File: src/rtl/mips_ctrl_pkg.sv
// Shared encodings for the multicycle MIPS control unit: FSM states, ISA
// opcode/funct values, ALU operation codes and datapath mux selects.
package mips_ctrl_pkg;

  typedef enum logic [3:0] {
    S_FETCH  = 4'd0,
    S_DECODE = 4'd1,
    S_MEMADR = 4'd2,
    S_MEMRD  = 4'd3,
    S_MEMWB  = 4'd4,
    S_MEMWR  = 4'd5,
    S_EXEC   = 4'd6,
    S_ALUWB  = 4'd7,
    S_BRANCH = 4'd8,
    S_JUMP   = 4'd9,
    S_ADDIEX = 4'd10,
    S_ADDIWB = 4'd11
  } state_t;

  // instruction[31:26]
  localparam logic [5:0] OP_RTYPE = 6'b000000;
  localparam logic [5:0] OP_LW    = 6'b100011;
  localparam logic [5:0] OP_SW    = 6'b101011;
  localparam logic [5:0] OP_BEQ   = 6'b000100;
  localparam logic [5:0] OP_J     = 6'b000010;
  localparam logic [5:0] OP_ADDI  = 6'b001000;

  // instruction[5:0] for R-type
  localparam logic [5:0] FN_ADD = 6'b100000;
  localparam logic [5:0] FN_SUB = 6'b100010;
  localparam logic [5:0] FN_AND = 6'b100100;
  localparam logic [5:0] FN_OR  = 6'b100101;
  localparam logic [5:0] FN_SLT = 6'b101010;

  localparam logic [3:0] ALU_ADD = 4'b0000;
  localparam logic [3:0] ALU_SUB = 4'b0001;
  localparam logic [3:0] ALU_AND = 4'b0010;
  localparam logic [3:0] ALU_OR  = 4'b0011;
  localparam logic [3:0] ALU_SLT = 4'b0100;

  // Coarse ALU request from the FSM; the decoder refines FUNCT via funct.
  localparam logic [1:0] ALUOP_ADD   = 2'b00;
  localparam logic [1:0] ALUOP_SUB   = 2'b01;
  localparam logic [1:0] ALUOP_FUNCT = 2'b10;

  localparam logic [1:0] SRCB_B       = 2'b00;
  localparam logic [1:0] SRCB_FOUR    = 2'b01;
  localparam logic [1:0] SRCB_IMM     = 2'b10;
  localparam logic [1:0] SRCB_IMM_SH2 = 2'b11;

  localparam logic [1:0] PCSRC_ALU    = 2'b00;
  localparam logic [1:0] PCSRC_ALUOUT = 2'b01;
  localparam logic [1:0] PCSRC_JUMP   = 2'b10;

endpackage

File: src/rtl/mips_alu_decoder.sv
// Maps the FSM's coarse ALU request plus the R-type funct field to a concrete
// ALU operation. Unknown funct values fall back to add and raise funct_illegal.
module mips_alu_decoder
  import mips_ctrl_pkg::*;
(
  input  logic [1:0] alu_op,
  input  logic [5:0] funct,
  output logic [3:0] alu_control,
  output logic       funct_illegal
);

  // Decode ALU operation; funct only matters for R-type requests
  always_comb begin
    alu_control   = ALU_ADD;
    funct_illegal = 1'b0;
    case (alu_op)
      ALUOP_SUB: alu_control = ALU_SUB;
      ALUOP_FUNCT: begin
        case (funct)
          FN_ADD:  alu_control = ALU_ADD;
          FN_SUB:  alu_control = ALU_SUB;
          FN_AND:  alu_control = ALU_AND;
          FN_OR:   alu_control = ALU_OR;
          FN_SLT:  alu_control = ALU_SLT;
          default: funct_illegal = 1'b1;
        endcase
      end
      default: alu_control = ALU_ADD;
    endcase
  end

endmodule

File: src/rtl/mips_multicycle_control.sv
// Moore-style multicycle control FSM for the MIPS core. Sequences a shared ALU
// and a unified memory, stalling in FETCH/MEMRD/MEMWR until mem_ready.
module mips_multicycle_control
  import mips_ctrl_pkg::*;
(
  input  logic       clk,
  input  logic       reset,
  input  logic [5:0] opcode,
  input  logic [5:0] funct,
  input  logic       zero,
  input  logic       mem_ready,
  output logic       pc_en,
  output logic       iord,
  output logic       mem_read,
  output logic       mem_write,
  output logic       ir_write,
  output logic       reg_dst,
  output logic       mem_to_reg,
  output logic       reg_write,
  output logic       alu_src_a,
  output logic [1:0] alu_src_b,
  output logic [3:0] alu_control,
  output logic [1:0] pc_source,
  output logic [3:0] state,
  output logic       illegal
);

  state_t     state_reg, state_next;
  logic       illegal_reg, illegal_next;
  logic [1:0] alu_op;
  logic [3:0] alu_control_dec;
  logic       funct_illegal;

  mips_alu_decoder u_alu_decoder (
    .alu_op        (alu_op),
    .funct         (funct),
    .alu_control   (alu_control_dec),
    .funct_illegal (funct_illegal)
  );

  // State register and sticky illegal flag; reset abandons any instruction
  always_ff @(posedge clk or posedge reset) begin
    if (reset) begin
      state_reg   <= S_FETCH;
      illegal_reg <= 1'b0;
    end else begin
      state_reg   <= state_next;
      illegal_reg <= illegal_next;
    end
  end

  // Coarse ALU request depends on state alone
  always_comb begin
    case (state_reg)
      S_EXEC:   alu_op = ALUOP_FUNCT;
      S_BRANCH: alu_op = ALUOP_SUB;
      default:  alu_op = ALUOP_ADD;
    endcase
  end

  // Next-state and datapath controls; all outputs forced low while in reset
  always_comb begin
    state_next   = state_reg;
    illegal_next = illegal_reg;
    pc_en        = 1'b0;
    iord         = 1'b0;
    mem_read     = 1'b0;
    mem_write    = 1'b0;
    ir_write     = 1'b0;
    reg_dst      = 1'b0;
    mem_to_reg   = 1'b0;
    reg_write    = 1'b0;
    alu_src_a    = 1'b0;
    alu_src_b    = SRCB_B;
    pc_source    = PCSRC_ALU;
    case (state_reg)
      S_FETCH: begin
        mem_read  = 1'b1;
        alu_src_b = SRCB_FOUR;
        if (mem_ready) begin
          ir_write   = 1'b1;
          pc_en      = 1'b1;
          state_next = S_DECODE;
        end
      end
      S_DECODE: begin
        // Branch target is computed here so BRANCH only needs the compare
        alu_src_b = SRCB_IMM_SH2;
        case (opcode)
          OP_LW, OP_SW: state_next = S_MEMADR;
          OP_RTYPE:     state_next = S_EXEC;
          OP_BEQ:       state_next = S_BRANCH;
          OP_J:         state_next = S_JUMP;
          OP_ADDI:      state_next = S_ADDIEX;
          default: begin
            state_next   = S_FETCH;
            illegal_next = 1'b1;
          end
        endcase
      end
      S_MEMADR: begin
        alu_src_a  = 1'b1;
        alu_src_b  = SRCB_IMM;
        state_next = (opcode == OP_LW) ? S_MEMRD : S_MEMWR;
      end
      S_MEMRD: begin
        mem_read = 1'b1;
        iord     = 1'b1;
        if (mem_ready) state_next = S_MEMWB;
      end
      S_MEMWB: begin
        reg_write  = 1'b1;
        mem_to_reg = 1'b1;
        state_next = S_FETCH;
      end
      S_MEMWR: begin
        mem_write = 1'b1;
        iord      = 1'b1;
        if (mem_ready) state_next = S_FETCH;
      end
      S_EXEC: begin
        // Unknown funct still completes as an add; only the flag records it
        alu_src_a = 1'b1;
        if (funct_illegal) illegal_next = 1'b1;
        state_next = S_ALUWB;
      end
      S_ALUWB: begin
        reg_write  = 1'b1;
        reg_dst    = 1'b1;
        state_next = S_FETCH;
      end
      S_BRANCH: begin
        alu_src_a  = 1'b1;
        pc_source  = PCSRC_ALUOUT;
        pc_en      = zero;
        state_next = S_FETCH;
      end
      S_JUMP: begin
        pc_source  = PCSRC_JUMP;
        pc_en      = 1'b1;
        state_next = S_FETCH;
      end
      S_ADDIEX: begin
        alu_src_a  = 1'b1;
        alu_src_b  = SRCB_IMM;
        state_next = S_ADDIWB;
      end
      S_ADDIWB: begin
        reg_write  = 1'b1;
        state_next = S_FETCH;
      end
      default: state_next = S_FETCH;
    endcase
    if (reset) begin
      pc_en      = 1'b0;
      iord       = 1'b0;
      mem_read   = 1'b0;
      mem_write  = 1'b0;
      ir_write   = 1'b0;
      reg_dst    = 1'b0;
      mem_to_reg = 1'b0;
      reg_write  = 1'b0;
      alu_src_a  = 1'b0;
      alu_src_b  = SRCB_B;
      pc_source  = PCSRC_ALU;
    end
  end

  assign alu_control = reset ? ALU_ADD : alu_control_dec;
  assign state       = state_reg;
  assign illegal     = illegal_reg;

endmodule
File: config.mk
export PLATFORM = sky130hd
export DESIGN_NAME = mips_multicycle_control
export DESIGN_NICKNAME = d
export VERILOG_FILES = /design/src/rtl/mips_ctrl_pkg.sv /design/src/rtl/mips_alu_decoder.sv /design/src/rtl/mips_multicycle_control.sv
export SDC_FILE = /design/constraint.sdc
export NUM_CORES = 1
export LEC_CHECK = 0
export CAP_MARGIN = 40
export CORE_ASPECT_RATIO = 0.9
export CORE_MARGIN = 2
export CORE_UTILIZATION = 42
export DETAILED_ROUTE_END_ITERATION = 8
export PLACE_DENSITY = 0.84
export RECOVER_POWER = 25
export SKIP_LAST_GASP = 1
export SYNTH_ARGS = -nofsm -noshare
export SYNTH_HDL_FRONTEND = slang
export SYNTH_SLANG_ARGS = --single-unit
File: constraint.sdc
create_clock -name clk -period 4.6 [get_ports clk]
set_clock_uncertainty 0.15 [all_clocks]
set_input_delay 0.69 -clock clk [delete_from_list [all_inputs] [get_ports clk]]
set_output_delay 0.69 -clock clk [all_outputs]
set_load 0.05 [all_outputs]
==> results of run 1 <==
tightest hold or removal path, cell delays in order (launching register included):
cell and delay (ns):
dfrtp_1 0.34, a31oi_1 0.05, nand2_1 0.06
worst paths after layout:
path,start,to,cells past startpoint
setup / recovery,state[0],alu_control[2],6
hold / removal,illegal,illegal,2
setup reg to reg,state[0],illegal,5
hold reg to reg,illegal,illegal,2
max in group asynchronous,reset,state[2],2
min in group asynchronous,reset,state[0],2
through the flow:
step | cell area, um2 | hold slack (ns) | std cells
finish | 1127 | 0.3312 | 165
global placement | 1100 | 0.3161 | 161
detailed placement | 1100 | 0.3186 | 161
global route | 1127 | 0.3744 | 165
floorplan | 750.7 | 0.5326 | 109
CTS | 1127 | 0.3341 | 165
power by group through the flow:
| stage | clock, mW | combinational, mW | sequential, mW |
|---|---|---|---|
| global placement | 0 | 0.104 | 0.0567 |
| finish | 0.0523 | 0.107 | 0.0562 |
| detailed placement | 0 | 0.105 | 0.0568 |
| global route | 0.0549 | 0.113 | 0.0575 |
| floorplan | 0 | 0.0656 | 0.0586 |
| CTS | 0.0528 | 0.106 | 0.0561 |
cells in the final DEF, fill, tap and decap left out, types with 2 or more instances in the layout:
| cell | count |
|---|---|
| a21oi_1 | 7 |
| a31oi_1 | 2 |
| and3_1 | 2 |
| clkbuf_4 | 3 |
| clkdlybuf4s50_1 | 34 |
| dfrtp_1 | 5 |
| dlygate4sd3_1 | 2 |
| ha_1 | 3 |
| inv_1 | 5 |
| mux2i_1 | 2 |
| nand2_1 | 6 |
| nand2b_1 | 11 |
| nand3_1 | 4 |
| nand3b_1 | 2 |
| nand4b_1 | 2 |
| nor2_1 | 13 |
| nor2b_1 | 2 |
| nor3_1 | 5 |
| nor4_1 | 5 |
| o21ai_0 | 4 |
| o21bai_1 | 2 |
| or3_1 | 3 |
| xor2_1 | 2 |
cell families (layout without fill, tap and decap cells):
family / after synthesis / count (layout)
DFF: 5 / 5
and+or+nand+nor: 59 / 59
muxes: 2 / 2
buffers and inverters: 13 / 45
adders and majority gates: 3 / 3
other: 1 / 1
AOI/OAI and AO/OA: 23 / 23
xor gates and xnor gates: 3 / 3
area by class of cell:
| class | count | area, um2 | area share [%] |
|---|---|---|---|
| Multi-Input combinational cell | 91 | 565.5 | 50.17 |
| Inverter | 5 | 18.77 | 1.665 |
| Sequential cell | 5 | 125.1 | 11.10 |
| Timing Repair Buffer | 36 | 360.3 | 31.96 |
| Tap cell | 24 | 30.03 | 2.664 |
| Clock inverter | 1 | 5.005 | 0.4440 |
| Clock buffer | 3 | 22.52 | 1.998 |
synth_stat cells, drive strengths merged (3+ instances only):
library cell	count
a21oi	7
inv	5
nor4	5
nand2b	11
or3	4
o21ai	4
nor3	5
nand2	6
dfrtp	5
buf	5
clkbuf	3
ha	3
nand3	4
nor2	13
metal layers:
| layer | part of all wire (%) | up-vias |
|---|---|---|
| met3 | 6.1 | 5 |
| met4 | 1.8 | 0 |
| met1 | 45 | 410 |
| li1 | - | 457 |
| met5 | 0 | - |
| met2 | 48 | 43 |
==> results.py, run 1 <==
metrics = {
    "critical_path": {
        "cp_top_family": "simple AND/OR/NAND/NOR gates",
        "critPathLaunchType": "flip-flop",
        "crit_chain": "nand2b_1 -> or3_1 -> ha_1 -> nand2_1 -> nor4_1 -> clkdlybuf4s50_1",
        "slowest_stage": "clkdlybuf4s50_1",
        "cp-end-kind": "output pin",
        "rrSetupSlack_ns": 2.68,
        "crit_buf_inv": 1,
        "critical_path_arrival_ns": 3.00,
        "critPathKind": "flip-flop to output pin",
        "cp_max_fo": 16,
        "slowest_delay_ns": 0.87,
        "required_ns": 3.76,
    },
    "synth": {
        "synth-adder-area-share_pct": 5.000,
        "syn_inst": 109,
        "syn_area_um2": 750.7,
        "ys_warn_count": 0,
        "async_flop_share_pct": 100.0,
        "yosys_most_used_dff": "dfrtp_1",
        "synth_xor_area_share_pct": 3.500,
        "ys_seq_area_share_pct": 16.67,
        "yosys.cell_types.count": 37,
        "synth_area_per_cell_um2": 6.887,
        "synth_edf_count": 0,
        "yosys-top-cells-area": "dfrtp_1 17%, nand2b_1 9.2%, nor2_1 6.5%, ha_1 5.0%, a21oi_1 4.7%",
        "synth_compound_area_share_pct": 20.17,
        "synthMuxAreaShare_pct": 2.667,
        "syn_nets": 128,
        "ys_seq_elements": 5,
        "synth_top_family_by_area": "simple AND/OR/NAND/NOR gates",
        "synth_simple_gate_area_share_pct": 43.50,
        "synth_top_area_share_pct": 16.67,
        "synth_largest_area_cell": "dfrtp_1",
    },
    "final_layout": {
        "largest_register_ff_count": 4,
        "finalNetCount": 161,
        "fill_cells": 160,
        "diodes": 0,
        "synthToLayoutAreaGrowth_pct": 50.17,
        "final_util_pct": 67.04,
        "drive_gt1_share_pct": 4.255,
    },
    "detailed_routing": {
        "ant_nets": 0,
        "route.vias.total": 915,
        "via_per_inst": 5.545,
        "firstDrtPassIters": 5,
        "drt_wl_total_um": 2063,
        "drt_iter0_drc": 20,
        "remaining_drc_errors": 0,
        "post_drt_wl_per_cell_um": 12.50,
    },
    "global_route": {
        "busiest_layer": "met2",
        "grt_pass1_wl_um": 3332,
        "grt_max_degree": 22,
        "antenna_found_initial": 0,
        "met3_usage_pct": 2.365,
        "grt.total_usage_pct": 19.93,
        "grtUsageMet1_pct": 25.73,
        "grt_remaining_overflow": 0,
        "grt_use_met2_pct": 33.06,
        "grt_pass1_vias": 760,
    },
    "cts": {
        "cts_num_sinks": 5,
        "numCtsBuffers": 3,
        "post_cts_buffers": 0,
        "cts_root_buf": "clkbuf_4",
        "clockBufferDepth": 2,
        "clk_pin_slew_ns": 0.05,
        "ctsHoldBuffers": 0,
        "htreeDepth": 1,
        "post_cts_resized": 0,
        "cts_tree": "built",
        "clk-insertion-delay-late_ns": 0.25,
    },
    "floorplanning": {
        "die_h_um": 44.11,
        "num_rows": 14,
        "die_width_um": 48.57,
        "initial_utilization_pct": 44.64,
        "ioPinCount": 38,
        "die_area_um2": 2142,
        "coreArea_um2": 1682,
    },
    "power": {
        "seq_power_share_pct": 26.1,
        "p_sw_uw": 95.07,
        "p_leak_nw": 0.4315,
        "total_power_uw": 215.2,
        "power.internal_uw": 120.1,
        "comb_power_share_pct": 49.6,
        "power_frac_clock_pct": 24.3,
        "switching_share_pct": 44.18,
        "power_density_nw_per_um2": 190.9,
        "ir_drop_uv": 111.9,
    },
    "run": {
        "drv_cap": 0,
    },
    "sta": {
        "final-hold-violation-count": 0,
        "finalWorstSetupSlack_ns": 0.7643,
        "finalCritPeriodShare_pct": 83.39,
        "max_slew_margin_pct": 61.87,
        "worst_pin_slew_ns": 0.5719,
        "min_period_ns": 3.836,
        "slew_violations": 0,
        "setup_tns_ns": 0,
        "fmax_mhz": 260.7,
        "rsz0062_at_grt": "false",
        "setup_viol": 0,
    },
    "placed_design": {
        "place.gp.congestion": 0.7966,
        "hpwl_um": 1564,
        "preCtsSetupSlack_ns": 0.9320,
        "numPortBuffers": 36,
    },
    "outcome": {
        "status": "finished, final reports clean",
    },
    "min_path": {
        "hp-class": "flip-flop to flip-flop",
    },
}
Power figures use the tool's default switching activity.
==> run 2: changes to the inputs <==
CORE_UTILIZATION = 36   (was 42)
PLACE_DENSITY = 0.76   (was 0.84)
clock period = 3.2 ns   (was 4.6 ns; I/O delays follow)
==> run 2 against run 1 <==
Combinational power rose by 54%. Flip-flop and latch count did not move. Final cell count rose by 1.2%. Sequential share of layout area fell by 0.19 points.
==> results.py, run 2 (synthesis gave the netlist of run 1 again) <==
metrics = {
    "critical_path": {
        "critPathKind": "input port to output pin",
        "rr_startpoint": "state[3]",
        "cp_max_fo": 10,
        "crit_chain": "dlygate4sd3_1 -> nor4_1 -> clkdlybuf4s50_1",
        "slowest_delay_ns": 0.85,
        "crit_buf_inv": 2,
        "critical_path_arrival_ns": 2.32,
        "cp.depth": 3,
        "required_ns": 2.57,
        "slowest_stage": "clkdlybuf4s50_1",
        "r2r-end": "illegal",
        "rrSetupSlack_ns": 1.34,
        "reg2regPathDepth": 5,
        "cp_top_family": "buffers and inverters",
        "cp-end-kind": "output pin",
        "critPathLaunchType": "input port",
    },
    "detailed_routing": {
        "route.vias.total": 892,
        "drt_wl_total_um": 2076,
        "via_per_inst": 5.341,
        "post_drt_wl_per_cell_um": 12.43,
        "ant_nets": 0,
        "drt_iter0_drc": 21,
        "firstDrtPassIters": 4,
        "remaining_drc_errors": 0,
    },
    "cts": {
        "cts_num_sinks": 5,
        "ctsHoldBuffers": 0,
        "numCtsBuffers": 3,
        "clk_pin_slew_ns": 0.04,
        "clk-insertion-delay-late_ns": 0.24,
        "post_cts_resized": 0,
        "cts_root_buf": "clkbuf_4",
        "post_cts_buffers": 0,
        "cts_tree": "built",
        "htreeDepth": 1,
        "clockBufferDepth": 2,
    },
    "sta": {
        "rsz0062_at_grt": "false",
        "slew_violations": 0,
        "finalCritPeriodShare_pct": 92.18,
        "worst_pin_slew_ns": 0.5977,
        "fin_hold_ws_ns": 0.3258,
        "min_period_ns": 2.950,
        "fmax_mhz": 339.0,
        "setup_viol": 0,
        "max_slew_margin_pct": 60.15,
        "final-hold-violation-count": 0,
    },
    "floorplanning": {
        "ioPinCount": 38,
        "die_width_um": 52.14,
        "die_area_um2": 2467,
        "num_rows": 15,
        "initial_utilization_pct": 38.83,
        "die_h_um": 47.32,
        "coreArea_um2": 1933,
    },
    "power": {
        "power_frac_clock_pct": 23.0,
        "seq_power_share_pct": 23.9,
        "p_leak_nw": 0.4586,
        "comb_power_share_pct": 53.2,
        "p_sw_uw": 131.8,
        "switching_share_pct": 42.52,
        "power.internal_uw": 178.2,
        "ir_drop_uv": 148.1,
        "power_density_nw_per_um2": 270.2,
    },
    "placed_design": {
        "numPortBuffers": 36,
        "place.gp.congestion": 0.7586,
        "hpwl_um": 1576,
    },
    "final_layout": {
        "final_cell_mix": "23 x clkdlybuf4s50_1, 13 x nor2_1, 11 x nand2b_1",
        "diodes": 0,
        "finalNetCount": 162,
        "synthToLayoutAreaGrowth_pct": 52.83,
        "drive_gt1_share_pct": 12.68,
        "largest_register_ff_count": 4,
        "final_util_pct": 59.35,
        "final_common_cell": "clkdlybuf4s50_1",
    },
    "global_route": {
        "grt_remaining_overflow": 0,
        "grt_pass1_vias": 786,
        "grt_max_degree": 22,
        "antenna_found_initial": 0,
        "grt_pass1_wl_um": 3312,
        "grt.total_usage_pct": 17.91,
    },
    "outcome": {
        "status": "finished, final reports clean",
    },
    "run": {
        "drv_cap": 0,
    },
    "min_path": {
        "worstHoldStart": "illegal",
        "holdPathStages": 2,
        "hp-class": "flip-flop to flip-flop",
        "min_to": "illegal",
    },
}
==> run 2: how the worst max path moves through the flow <==
stage	from	endpoint	slack [ns]
after floorplan	state[2]	alu_control[2]	-0.09
after global placement	reset	mem_read	0.37
after detailed placement	reset	mem_to_reg	0.32
after CTS	state[3]	alu_control[2]	0.25
after global routing	state[3]	alu_control[2]	0.09
final	reset	mem_to_reg	0.25
==> run 2: layer usage <==
layer  part of all wire [%]  track usage, %  vias to the layer above
li1                       -               -                      459
met1                     43           20.50                      398
met2                     49           33.67                       35
met3                    8.1           3.822                        0
met4                      0           6.154                        0
met5                      0               0                        -
==> run 2: power groups by stage <==
stage / Clock [mW] / Combinational [mW] / Sequential (mW)
floorplan: 0 / 0.0948 / 0.0842
global placement: 0 / 0.163 / 0.0746
detailed placement: 0 / 0.165 / 0.0748
CTS: 0.0724 / 0.166 / 0.0739
global route: 0.0772 / 0.178 / 0.0746
finish: 0.0712 / 0.165 / 0.0740
==> run 2: stage by stage <==
stage	setup slack, ns	TNS (ns)	total power, mW	area (um2)	cells
after floorplan	-0.09093	-0.09093	0.1790	763.2	109
after global placement	0.3721	0	0.2376	1121	163
after detailed placement	0.3186	0	0.2393	1121	163
after CTS	0.2451	0	0.3120	1147	167
after global routing	0.08871	0	0.3296	1147	167
final	0.2502	0	0.3100	1147	167
==> run 2: final cells by class <==
class	instances	area, um2
fill	185	785.8
multi-input combinational	91	578.1
timing repair buffer	37	367.9
sequential	5	125.1
tap	25	31.28
clock buffer	4	26.28
inverter	5	18.77
==> run 2: tightest hold or removal path: stages, from the launching register on <==
cell and delay, ns:
dfrtp_1 0.34, a31oi_1 0.05, nand2_1 0.05
